## config.mk

```make
export PLATFORM = sky130hd
export DESIGN_NAME = serial_add
export DESIGN_NICKNAME = d
export VERILOG_FILES = /design/src/rtl/serial_add_pkg.sv /design/src/rtl/serial_add_onebit_add.sv /design/src/rtl/serial_add.sv
export VERILOG_INCLUDE_DIRS = /design/src /design/src/rtl
export SDC_FILE = /design/constraint.sdc
export NUM_CORES = 1
export LEC_CHECK = 0
export ABC_AREA = 1
export ABC_CLOCK_PERIOD_IN_PS = 1500
export CAP_MARGIN = 20
export CELL_PAD_IN_SITES_DETAIL_PLACEMENT = 1
export CELL_PAD_IN_SITES_GLOBAL_PLACEMENT = 1
export CORE_MARGIN = 8
export CORE_UTILIZATION = 30
export CTS_BUF_LIST = sky130_fd_sc_hd__clkbuf_2
export DETAILED_ROUTE_END_ITERATION = 16
export GPL_ROUTABILITY_DRIVEN = 1
export PLACE_DENSITY_LB_ADDON = 0.1
export SETUP_SLACK_MARGIN = 0.4
export SLEW_MARGIN = 20
export SYNTH_ARGS = -nofsm -noshare
export SYNTH_HDL_FRONTEND = slang
export SYNTH_SLANG_ARGS = --single-unit
```

## constraint.sdc

```tcl
create_clock -name clk -period 1.5 [get_ports clk]
set_input_delay 0.15 -clock clk [delete_from_list [all_inputs] [get_ports clk]]
set_output_delay 0.15 -clock clk [all_outputs]
set_load 0.03 [all_outputs]
```

## src/rtl/serial_add_defs.vh

```
// State encodings for the serial adder control FSM.
// Pulled into serial_add_pkg so every user sees one definition.
localparam logic [1:0] ST_IDLE = 2'b00;
localparam logic [1:0] ST_RUN  = 2'b01;
localparam logic [1:0] ST_DONE = 2'b10;

```

## src/rtl/serial_add_pkg.sv

```systemverilog
// Shared types for the bit-serial adder: FSM state enum built on the
// encodings from serial_add_defs.vh.
// No logic; types and constants only.
package serial_add_pkg;

    `include "serial_add_defs.vh"

    typedef enum logic [1:0] {
        S_IDLE = ST_IDLE,
        S_RUN  = ST_RUN,
        S_DONE = ST_DONE
    } state_t;

endpackage

```

## src/rtl/serial_add_onebit_add.sv

```systemverilog
// Full-adder cell: one sum bit and carry from two operand bits and a carry.
// Latency: purely combinational, zero cycles.
// Backpressure: none; output follows inputs.
module onebit_add (
    input  logic carry,
    input  logic a,
    input  logic b,
    output logic s,
    output logic carryout
);

    // Classic full-adder equations
    always_comb begin
        s        = a ^ b ^ carry;
        carryout = (a & b) | (a & carry) | (b & carry);
    end

endmodule

```

## src/rtl/serial_add.sv

```systemverilog
// Bit-serial adder: {carryout,sum} = a + b + carryin, LSB first, one bit per clock.
// Latency: done pulses WIDTH+1 cycles after the accepting edge; busy spans WIDTH+1 cycles.
// Backpressure: start is only sampled in IDLE; requests while busy are dropped.
module serial_add
    import serial_add_pkg::*;
#(
    parameter int WIDTH = 8
) (
    input  logic             clk,
    input  logic             rst_n,
    input  logic             start,
    input  logic [WIDTH-1:0] a,
    input  logic [WIDTH-1:0] b,
    input  logic             carryin,
    output logic             busy,
    output logic             done,
    output logic [WIDTH-1:0] sum,
    output logic             carryout
);

    localparam int CW = $clog2(WIDTH);
    localparam logic [CW-1:0] LAST_BIT = CW'(WIDTH - 1);

    state_t           r_state;
    logic [WIDTH-1:0] r_a;
    logic [WIDTH-1:0] r_b;
    logic             r_carry;
    logic [CW-1:0]    r_cnt;
    logic [WIDTH-1:0] r_sum;
    logic             r_cout;
    logic             r_busy;
    logic             r_done;

    logic             w_s;
    logic             w_c;

    // The single adder cell always works on the current operand LSBs
    onebit_add u_onebit_add (
        .carry    (r_carry),
        .a        (r_a[0]),
        .b        (r_b[0]),
        .s        (w_s),
        .carryout (w_c)
    );

    // Control FSM plus datapath shift registers; busy/done are registered
    // so they line up exactly with the state they describe.
    always_ff @(posedge clk or negedge rst_n) begin
        if (!rst_n) begin
            r_state <= S_IDLE;
            r_a     <= '0;
            r_b     <= '0;
            r_carry <= 1'b0;
            r_cnt   <= '0;
            r_sum   <= '0;
            r_cout  <= 1'b0;
            r_busy  <= 1'b0;
            r_done  <= 1'b0;
        end else begin
            case (r_state)
                S_IDLE: begin
                    r_done <= 1'b0;
                    if (start) begin
                        r_a     <= a;
                        r_b     <= b;
                        r_carry <= carryin;
                        r_cnt   <= '0;
                        r_busy  <= 1'b1;
                        r_state <= S_RUN;
                    end
                end
                S_RUN: begin
                    // New bit enters at the MSB so the first (LSB) bit ends at bit 0
                    r_sum   <= {w_s, r_sum[WIDTH-1:1]};
                    r_a     <= r_a >> 1;
                    r_b     <= r_b >> 1;
                    r_carry <= w_c;
                    r_cnt   <= r_cnt + CW'(1);
                    if (r_cnt == LAST_BIT) begin
                        r_cout  <= w_c;
                        r_done  <= 1'b1;
                        r_state <= S_DONE;
                    end
                end
                S_DONE: begin
                    r_busy  <= 1'b0;
                    r_done  <= 1'b0;
                    r_state <= S_IDLE;
                end
                default: begin
                    r_busy  <= 1'b0;
                    r_done  <= 1'b0;
                    r_state <= S_IDLE;
                end
            endcase
        end
    end

    assign busy     = r_busy;
    assign done     = r_done;
    assign sum      = r_sum;
    assign carryout = r_cout;

endmodule

```

==> results.txt <==
----------------------------------------------------
[Outcome]
  Run status ... finished, final reports clean

[Clock tree]
  Max Root-Sink Buffers ... 2
  Maximum level of the CTS H-tree ... 2
  Clock Tree Root ... sky130_fd_sc_hd__clkbuf_2
  Clock transition time at the flip-flop clock pins of the worst setup and hold paths ... 0.19 ns
  Worst-Skew Late Latency ... 0.38 ns
  CTS tree ... yes
  TritonCTS buffer count ... 5
  Number of sinks driven by the clock tree ... 33
  Total of hold buffers inserted after clock tree synthesis ... 0

[Pwr]
  Comb pwr share ... 0.614
  Net switching fraction of the power ... 0.433
  Cell internal power dissipation ... 2970 uW
  Switching Power ... 2270 uW
  PnR Total Power ... 5240 uW
  Leakage Power ... 0.00129 uW
  Proportion of power drawn by the clock network ... 0.080
  Power per cell area ... 2100 mW/mm^2
  Share of total power in sequential cells ... 0.306
  Highest ir drop seen on vdd ... 641 uV

[Drt]
  Drt via density ... 4.61
  Final routed DRC violation total ... 0
  Via Count ... 1,580
  Post-detailed-routing wire length ... 5.01 mm
  Average wire per cell in the routed design ... 14.6 um
  Number of search-and-repair iterations in the first detailed-routing pass ... 4
  Initial detailed-routing violation count ... 47
  Routed Antenna Nets ... 0

[Logic synthesis]
  Most used flip-flop cell after synthesis ... sky130_fd_sc_hd__dfrtp_1
  Post-synthesis sequential area ratio ... 0.507
  Flops & latches, synth ... 33
  Top cell types by occurrence after synthesis ... sky130_fd_sc_hd__nand2_1 (52), sky130_fd_sc_hd__nand3_1 (47), sky130_fd_sc_hd__inv_1 (36), sky130_fd_sc_hd__dfrtp_1 (33), sky130_fd_sc_hd__o21ai_0 (9)
  Avg Inst Size Synth ... 8.06 sq um
  Leading area contributor after synthesis ... sky130_fd_sc_hd__dfrtp_1
  Number of nets in the synthesized netlist ... 225
  Cells after Synth ... 202
  Portion of synthesized cell area occupied by the leading cell type ... 0.507
  Cell types occupying the most area after synthesis ... sky130_fd_sc_hd__dfrtp_1 (51%), sky130_fd_sc_hd__nand3_1 (14%), sky130_fd_sc_hd__nand2_1 (12%)
  Post-synthesis instance area ... 0.00163 sq mm
  Ys async rst share ... 1.00
  Cell variety after synth ... 15
  Most common cell in the netlist ... sky130_fd_sc_hd__nand2_1
  Number of flops mapped to enable cells by yosys ... 0
  Synth warnings ... 0

[Global route]
  Overall track demand over capacity in global routing ... 0.133
  Pin count of the biggest net entering global routing ... 34
  First-pass GRT wire length ... 8.07 mm
  Number of antenna violations at the first check in global routing ... 0
  Via count of the first global-routing pass ... 1,692
  Overall overflow remaining after global route ... 0

[Floorplan]
  Number of top-level design ports ... 31
  Horizontal extent of the die ... 89.7 um
  DIE AREA ... 0.00804 sq mm
  Vertical die dimension ... 89.7 um
  Core Box Area ... 0.00537 sq mm
  Standard-cell rows ... 27
  Effective utilization at floorplan ... 0.303

[STA]
  Hold Violations, Final ... 0
  Final period demand of the worst path ... 1.19 ns
  Setup repair after global routing missed its margin ... yes
  Worst relative slew slack ... 0.710
  Actual slew at the worst max-slew pin ... 0.435 ns
  Maximum achievable frequency ... 838 MHz
  Maximum clock skew at final layout ... 0.0159 ns
  Final Max Slew Viols ... 0
  Number of endpoints failing setup at the final stage ... 0
  Ratio of final minimum period to clock period ... 0.796
  Post-route setup TNS ... 0 ns

[Placed design]
  Final weighted congestion in routability-driven placement ... 0.758
  Number of port buffers ... 30
  HPWL reported at the end of detailed placement ... 3.15 mm

[Worst setup path]
  Worst endpoint data arrival time ... 1.48 ns
  Type of the setup path with the least slack ... reg -> reg
  Crit end category ... flop
  Required @ worst endpoint ... 1.78 ns
  Critical Path Fanout Max ... 2
  Nature of the critical path startpoint ... flop

[Layout]
  Share of cells above drive strength 1 ... 0.299
  Antenna cell count ... 0
  Layout overhead on the synthesized area ... 53.4%
  Number of nets in the layout ... 293

[Flow run]
  Number of maximum-capacitance violations ... 0

[Min path]
  Type of the most critical hold path ... in -> async

----------------------------------------------------
[stage by stage]
stage          std cells  setup slack, ns  area (sq um)  hold slack [ns]   util
2_1_floorplan        202            0.401          1630           -0.146      -
3_3_place_gp         302            0.174          2020            0.462  0.377
3_5_place_dp         302            0.116          2020            0.481  0.377
4_1_cts              329            0.300          2320            0.149  0.431
5_1_grt              343            0.228          2500            0.165  0.465
6_report             343            0.307          2500            0.156  0.465
[area by class of cell]
class,count,area [sq um]
clock buffer,5,25.0
timing repair buffer,69,692
sequential,33,828
inverter,37,146
tap,72,90.1
multi-input combinational,124,704
clock inverter,3,12.5
fill,638,2870
[path summary, 6_finish.rpt]
check                                     from                      to  slack, ns  cells after the start
min reg2reg                 r_a[7]$_DFFE_PN0P_      r_a[7]$_DFFE_PN0P_       0.54                      2
max reg2reg                r_carry$_DFFE_PN0P_    carryout$_DFFE_PN0P_       0.31                      4
min in group clk                          a[7]      r_a[7]$_DFFE_PN0P_       0.30                      3
min                                      rst_n    r_cnt[2]$_DFFE_PN0P_       0.16                      2
max                        r_carry$_DFFE_PN0P_    carryout$_DFFE_PN0P_       0.31                      4
max in group asynchronous                rst_n  r_state[0]$_DFFE_PN0P_       1.02                      2
[flip-flops by register name, summed over array words and instances (netlist names), 2 cells and up]
signal	cells
sum	8
r_state	2
r_a	8
r_b	8
r_cnt	3
[placed cells by master, fill, tap and decap left out, drive strengths merged]
cell,count
nand3,47
nand2,57
a21oi,1
dfrtp,33
o21ai,10
ha,2
fa,1
clkdlybuf4s50,19
buf,49
nor2,6
clkinv,3
inv,37
clkbuf,6
[critical path, stage by stage, from the launching register on]
cell                      delay, ns
sky130_fd_sc_hd__dfrtp_1       0.45
sky130_fd_sc_hd__fa_2          0.41
sky130_fd_sc_hd__buf_4         0.15
sky130_fd_sc_hd__nand2_1       0.06
sky130_fd_sc_hd__nand2_1       0.04
[logic make-up (layout without fill, tap and decap cells)]
family / Yosys count / count (layout) / share of synthesized area
and+or+nand+nor: 108 / 110 / 0.299
buffers and inverters: 47 / 114 / 0.131
DFF: 33 / 33 / 0.507
AOI/OAI and AO/OA: 11 / 11 / 0.0361
adders and majority gates: 3 / 3 / 0.0276
[routing by layer]
| layer | vias to the layer above | GRT usage | wire length [um] | share of wire |
|---|---|---|---|---|
| met3 | 5 | 0.0309 | 165 | 0.033 |
| met4 | 0 | 0.0438 | 56 | 0.011 |
| li1 | 772 | - | - | - |
| met2 | 22 | 0.243 | 2690 | 0.54 |
| met5 | - | 0 | 0 | 0 |
| met1 | 781 | 0.147 | 2100 | 0.42 |
[power by group through the flow]
stage	Combinational (uW)	Clock [uW]	Sequential, uW
2_1_floorplan	1290	0	1770
3_3_place_gp	2120	0	1590
3_5_place_dp	2240	0	1610
4_1_cts	2790	433	1600
5_1_grt	3560	473	1650
6_report	3220	418	1600
[repair_timing]
action,in CTS,in global routing
hold endpoints to repair,0,0
gates cloned,2,2
setup endpoints to repair,44,43
resized for setup,101,20
buffers inserted,17,12
pin swaps,6,4
Note: power is estimated with default switching activity, not from simulation.
==> edit 1, RTL diff (same flow settings) <==
The parameter `WIDTH` goes from 8 to 32.
--- a/src/rtl/serial_add.sv
+++ b/src/rtl/serial_add.sv
@@ -4,7 +4,7 @@
 module serial_add
     import serial_add_pkg::*;
 #(
-    parameter int WIDTH = 8
+    parameter int WIDTH = 32
 ) (
     input  logic             clk,
     input  logic             rst_n,
Ports: changed (resized a, b and sum); port bits go from 31 to 103. No check against the original RTL was run, so the function may have changed too.
==> edit 1 against the original RTL <==
- synthesized cell count increased to 2.6 times the old value
- cell count rose to 2.7 times the old value
- total power grew to 3.6 times the old value
- the run now ends with setup timing left
- wire length rose to 4.6 times the old value
- via count increased to 3.0 times the old value
- largest cell class is now non-clock buffers
- first-iteration DRC count rose to 4.9 times the old value
- area after synthesis increased to 2.8 times the old value
- setup slack worse by 0.31 ns
- worst hold slack worse by 0.12 ns
- die area is 140% higher
- design area grew to 3.8 times the old value
- count of clock-buffer cells in the layout rose by 5
- critical endpoint is now r_a[23]
- sequential cell count rose by 74
- non-clock buffer count increased by 168
==> edit 1: results (changes against the original RTL) <==
| Metric | Value |
|---|---|
| Status | `finished, violations left` |
| Violated checks | `setup timing` |
| Layout fillers | `1502 (+140%)` |
| Pre-CTS setup slack | `0.02459 ns (-0.09152 ns)` |
| Fin nets | `806 (+180%)` |
| CTS Hold Buffers Added | `2 (+2)` |
| Flop pwr share | `27.8% (-2.8 points)` |
| Clock net power | `1.19 mW (+180%)` |
| Reg2Reg Depth | `10 (+6)` |
| # setup viols final | `1 (+1)` |
| Clk Latency, worst-skew pair | `0.65 ns (+0.27 ns)` |
| Post-CTS setup buffer count | `64 (+47)` |
| Hpwl dp | `8.359 mm (+170%)` |
| Sequential area share after synthesis | `58.78% (+8.1 points)` |
| Gr usage total | `22.50% (+9.2 points)` |
| Power density over the cells | `2021 nW/µm² (-3.7%)` |
| Sw frac | `43.04% (-0.30 points)` |
| Cell Area, Placed | `5782 µm² (+190%)` |
| Vias/cell | `5.190 (+13%)` |
| Largest net degree at the start of global routing | `49 (+44%)` |
| Synth cell types | `19 (+4)` |
| PostCTS Resize Cnt | `506 (+400%)` |
| CP delay by family, top | `buffers and inverters` |
| Mean Syn Cell Area | `8.744 µm² (+8.4%)` |
| Dpl cells | `787 (+160%)` |
| Final GP Congestion | `0.6874 (-9.3%)` |
| Type of the most critical hold path | `primary input to flip-flop` |
| Area contributors post-synth | `dfrtp_1 (59%), nand3_1 (15%), nand2_1 (15%), o21ai_0 (2.9%), inv_1 (1.5%)` |
| Setup Skew | `0.03186 ns (+0.01592 ns)` |
| Worst setup margin | `-0.0007689 ns (-0.3075 ns)` |
| Hold Slack | `0.03823 ns (-0.1175 ns)` |
| Design area | `9442 µm² (+280%)` |
| Rel. slew slack | `78.03% (+7.1 points)` |
| CP Max Fanout | `5 (+3)` |
==> edit 1: cell types whose count changed in the layout (fill, tap and decap cells not counted), sizes merged, moves of 7 or more <==
cell and change:
clkbuf +7, clkdlybuf4s50 +47, nand2 +123, dfrtp +74
inv -16, buf +113, o21ai +24, nand3 +88
==> edit 1: metal layers <==
metal	routed length, µm	share of wire [%]	global-route usage (%)	vias up
met5	0	0	0	-
met2	12010	52	39.07	133
li1	-	-	-	2164
met4	574	2.5	8.319	0
met3	1064	4.6	5.746	38
met1	9305	41	26.29	2476
==> edit 1: cell type report <==
| class | instances | area share (%) |
|---|---|---|
| repair buffers | 237 | 37.26 |
| clock buffers | 10 | 0.5301 |
| clock inverters | 5 | 0.2253 |
| repair inverters | 1 | 0.1723 |
| multi-input cells | 359 | 29.90 |
| inverters | 20 | 1.047 |
| well taps | 188 | 2.491 |
| flip-flops and latches | 107 | 28.37 |
==> edit 2, RTL diff (config.mk and constraints unchanged) <==
Without the edit above. Add an input register stage for `start`, `a`, `b` and `carryin`, without a reset; this delays them by one clock.
--- a/src/rtl/serial_add.sv
+++ b/src/rtl/serial_add.sv
@@ -20,6 +20,18 @@
 
     localparam int CW = $clog2(WIDTH);
     localparam logic [CW-1:0] LAST_BIT = CW'(WIDTH - 1);
+
+    logic start_q;
+    logic [WIDTH-1:0] a_q;
+    logic [WIDTH-1:0] b_q;
+    logic carryin_q;
+
+    always_ff @(posedge clk) begin
+        start_q   <= start;
+        a_q       <= a;
+        b_q       <= b;
+        carryin_q <= carryin;
+    end
 
     state_t           r_state;
     logic [WIDTH-1:0] r_a;
@@ -60,10 +72,10 @@
             case (r_state)
                 S_IDLE: begin
                     r_done <= 1'b0;
-                    if (start) begin
-                        r_a     <= a;
-                        r_b     <= b;
-                        r_carry <= carryin;
+                    if (start_q) begin
+                        r_a     <= a_q;
+                        r_b     <= b_q;
+                        r_carry <= carryin_q;
                         r_cnt   <= '0;
                         r_busy  <= 1'b1;
                         r_state <= S_RUN;
Formal check against the unedited RTL: not equivalent (a bounded check fails within 4 cycles, from zero or initial values and one cycle with rst_n low).
==> edit 2 against the original RTL <==
- largest cell class unchanged
- wire length grew 5.9%
- die area grew 19%
- non-clock buffer count is 2 higher
- design area rose by 24%
- via count is 5.0% higher
- critical endpoint is now r_b[7]
- sequential cell count grew 18
- critical path depth up 2
- area after synthesis rose by 23%
- total power up 21%
- setup slack got worse by 0.021 ns
==> edit 2: results (changes against the original RTL) <==
| Metric | Value |
|---|---|
| PortBufs | `30 (unchanged)` |
| Rel. slew slack | `83.39% (+12 points)` |
| Type of the most critical hold path | `primary input to asynchronous set/reset pin` |
| Gr usage total | `11.55% (-1.8 points)` |
| Status | `completed` |
| Synth cell types | `17 (+2)` |
| Via count | `1659 (+5.0%)` |
| Clk Latency, worst-skew pair | `0.44 ns (+0.06 ns)` |
| Critical path arrival | `1.58 ns (+0.10 ns)` |
| Setup Skew | `0.02035 ns (+0.004411 ns)` |
| Leakage | `1.514 nW (+17%)` |
| H-tree levels | `2 (unchanged)` |
| Flop-to-flop setup slack | `0.29 ns (-0.02 ns)` |
| Achievable Freq | `823.7 MHz (-1.7%)` |
| Area contributors post-synth | `dfrtp_1 (41%), dfxtp_1 (18%), nand3_1 (12%), nand2_1 (9.0%), inv_1 (6.9%)` |
| Initial drt markers | `81 (+72%)` |
| TritonRoute pass-1 iters | `4 (unchanged)` |
| First-pass GRT wire length | `8.921 mm (+11%)` |
| Syn nets | `242 (+7.6%)` |
| Worst reg2reg endpoint | `r_b[7]` |
| CTS clk-pin slew, worst paths | `0.25 ns (+0.06 ns)` |
| Final GP Congestion | `0.7251 (-4.3%)` |
| CP Class | `flip-flop to flip-flop` |
| Initial antenna violation count | `0 (unchanged)` |
| Clk buf depth | `2 (unchanged)` |
| TritonCTS Buffers | `5 (unchanged)` |
| Worst r2r src | `r_state[1]` |
| Top cells by count, synth | `nand2_1 (48), nand3_1 (47), inv_1 (37)` |
| Yosys warns | `0 (unchanged)` |
| Reg2Reg Depth | `6 (+2)` |
| Root buf cell | `clkbuf_2` |
| Layout fillers | `723 (+13%)` |
| Vias in the first global route | `1768 (+4.5%)` |
| CP Max Fanout | `6 (+4)` |
| Worst vdd ir | `574.1 µV (-10%)` |
| Diodes inserted | `0 (unchanged)` |
| Ys async rst share | `64.71% (-35 points)` |
| Largest net degree at the start of global routing | `34 (unchanged)` |
| Hpwl dp | `3.031 mm (-3.9%)` |
| Sequential area share after synthesis | `59.21% (+8.5 points)` |
| Layout cells sized above 1 | `37.37% (+7.5 points)` |
| WL per Instance | `14.48 µm (-0.78%)` |
| Top_reg_cell synth | `dfrtp_1` |
| Fin nets | `311 (+6.1%)` |
==> edit 2: cell types whose count changed in the layout (fill, tap and decap cells not counted), sizes merged <==
cell | unedited run | this run
dfxtp | 0 | 18
inv | 37 | 38
clkbuf | 6 | 7
buf | 49 | 51
nand2 | 57 | 52
clkinv | 3 | 2
o21ai | 10 | 12
==> edit 2: logic make-up (layout without fill, tap and decap cells) <==
family	Yosys count	in the layout	share of synthesized area, %
and+or+nand+nor	104	105	24.42
DFF	51	51	59.21
buffers and inverters	48	117	10.68
AOI/OAI and AO/OA	13	13	3.435
adders and majority gates	3	3	2.248
==> edit 2: stage by stage <==
step | util [%] | cells | hold WS (ns) | instance area [µm²] | power (mW)
2_1_floorplan | - | 219 | -0.1456 | 2006 | 3.623
3_3_place_gp | 37.78 | 325 | 0.4612 | 2426 | 4.335
3_5_place_dp | 37.78 | 325 | 0.4787 | 2426 | 4.384
4_1_cts | 44.79 | 355 | 0.02172 | 2877 | 5.861
5_1_grt | 48.06 | 366 | 0.01362 | 3087 | 6.845
6_report | 48.06 | 366 | 0.02984 | 3087 | 6.350
==> edit 2: worst min-delay path by stage <==
stage             end  slack (ns)   start
2_1_floorplan    busy       -0.15   rst_n
5_1_grt        r_b[6]        0.01   rst_n
6_report       sum[5]        0.03   rst_n
3_3_place_gp   r_b[7]        0.46  b_q[7]
3_5_place_dp   r_b[7]        0.48  b_q[7]
4_1_cts        r_b[6]        0.02   rst_n
==> edit 2: routing by layer <==
layer,GRT usage [%],vias up,wire length (µm)
met1,14.24,806,2382
met2,18.45,25,2641
li1,-,820,-
met5,0,-,0
met4,4.317,0,74
met3,3.582,8,203
==> edit 2: where the power goes <==
| group | switching, mW | leakage [nW] | internal [mW] |
|---|---|---|---|
| combinational | 1.84 | 0.932 | 1.82 |
| clock | 0.432 | 0.0281 | 0.112 |
| sequential | 0.330 | 0.554 | 1.82 |
==> edit 2: worst max-delay path, stage by stage (launching register included) <==
cell	delay, ns
dfrtp_1	0.48
inv_4	0.13
buf_12	0.12
nand2_8	0.10
nor2_4	0.15
nand2_1	0.08
o21ai_1	0.09
==> edit 2: layout make-up <==
| cell class | instances | area share, % |
|---|---|---|
| inverter | 38 | 4.702 |
| sequential | 51 | 38.47 |
| clock buffer | 6 | 0.9728 |
| clock inverter | 2 | 0.2432 |
| timing repair buffer | 71 | 25.42 |
| multi-input combinational | 121 | 27.08 |
| tap | 77 | 3.121 |
==> edit 2: timing repair <==
item	4_1_cts	5_1_grt
resized for setup	118	30
pin swaps	22	29
setup endpoints to repair	41	41
setup buffers	20	10
gates cloned	2	1
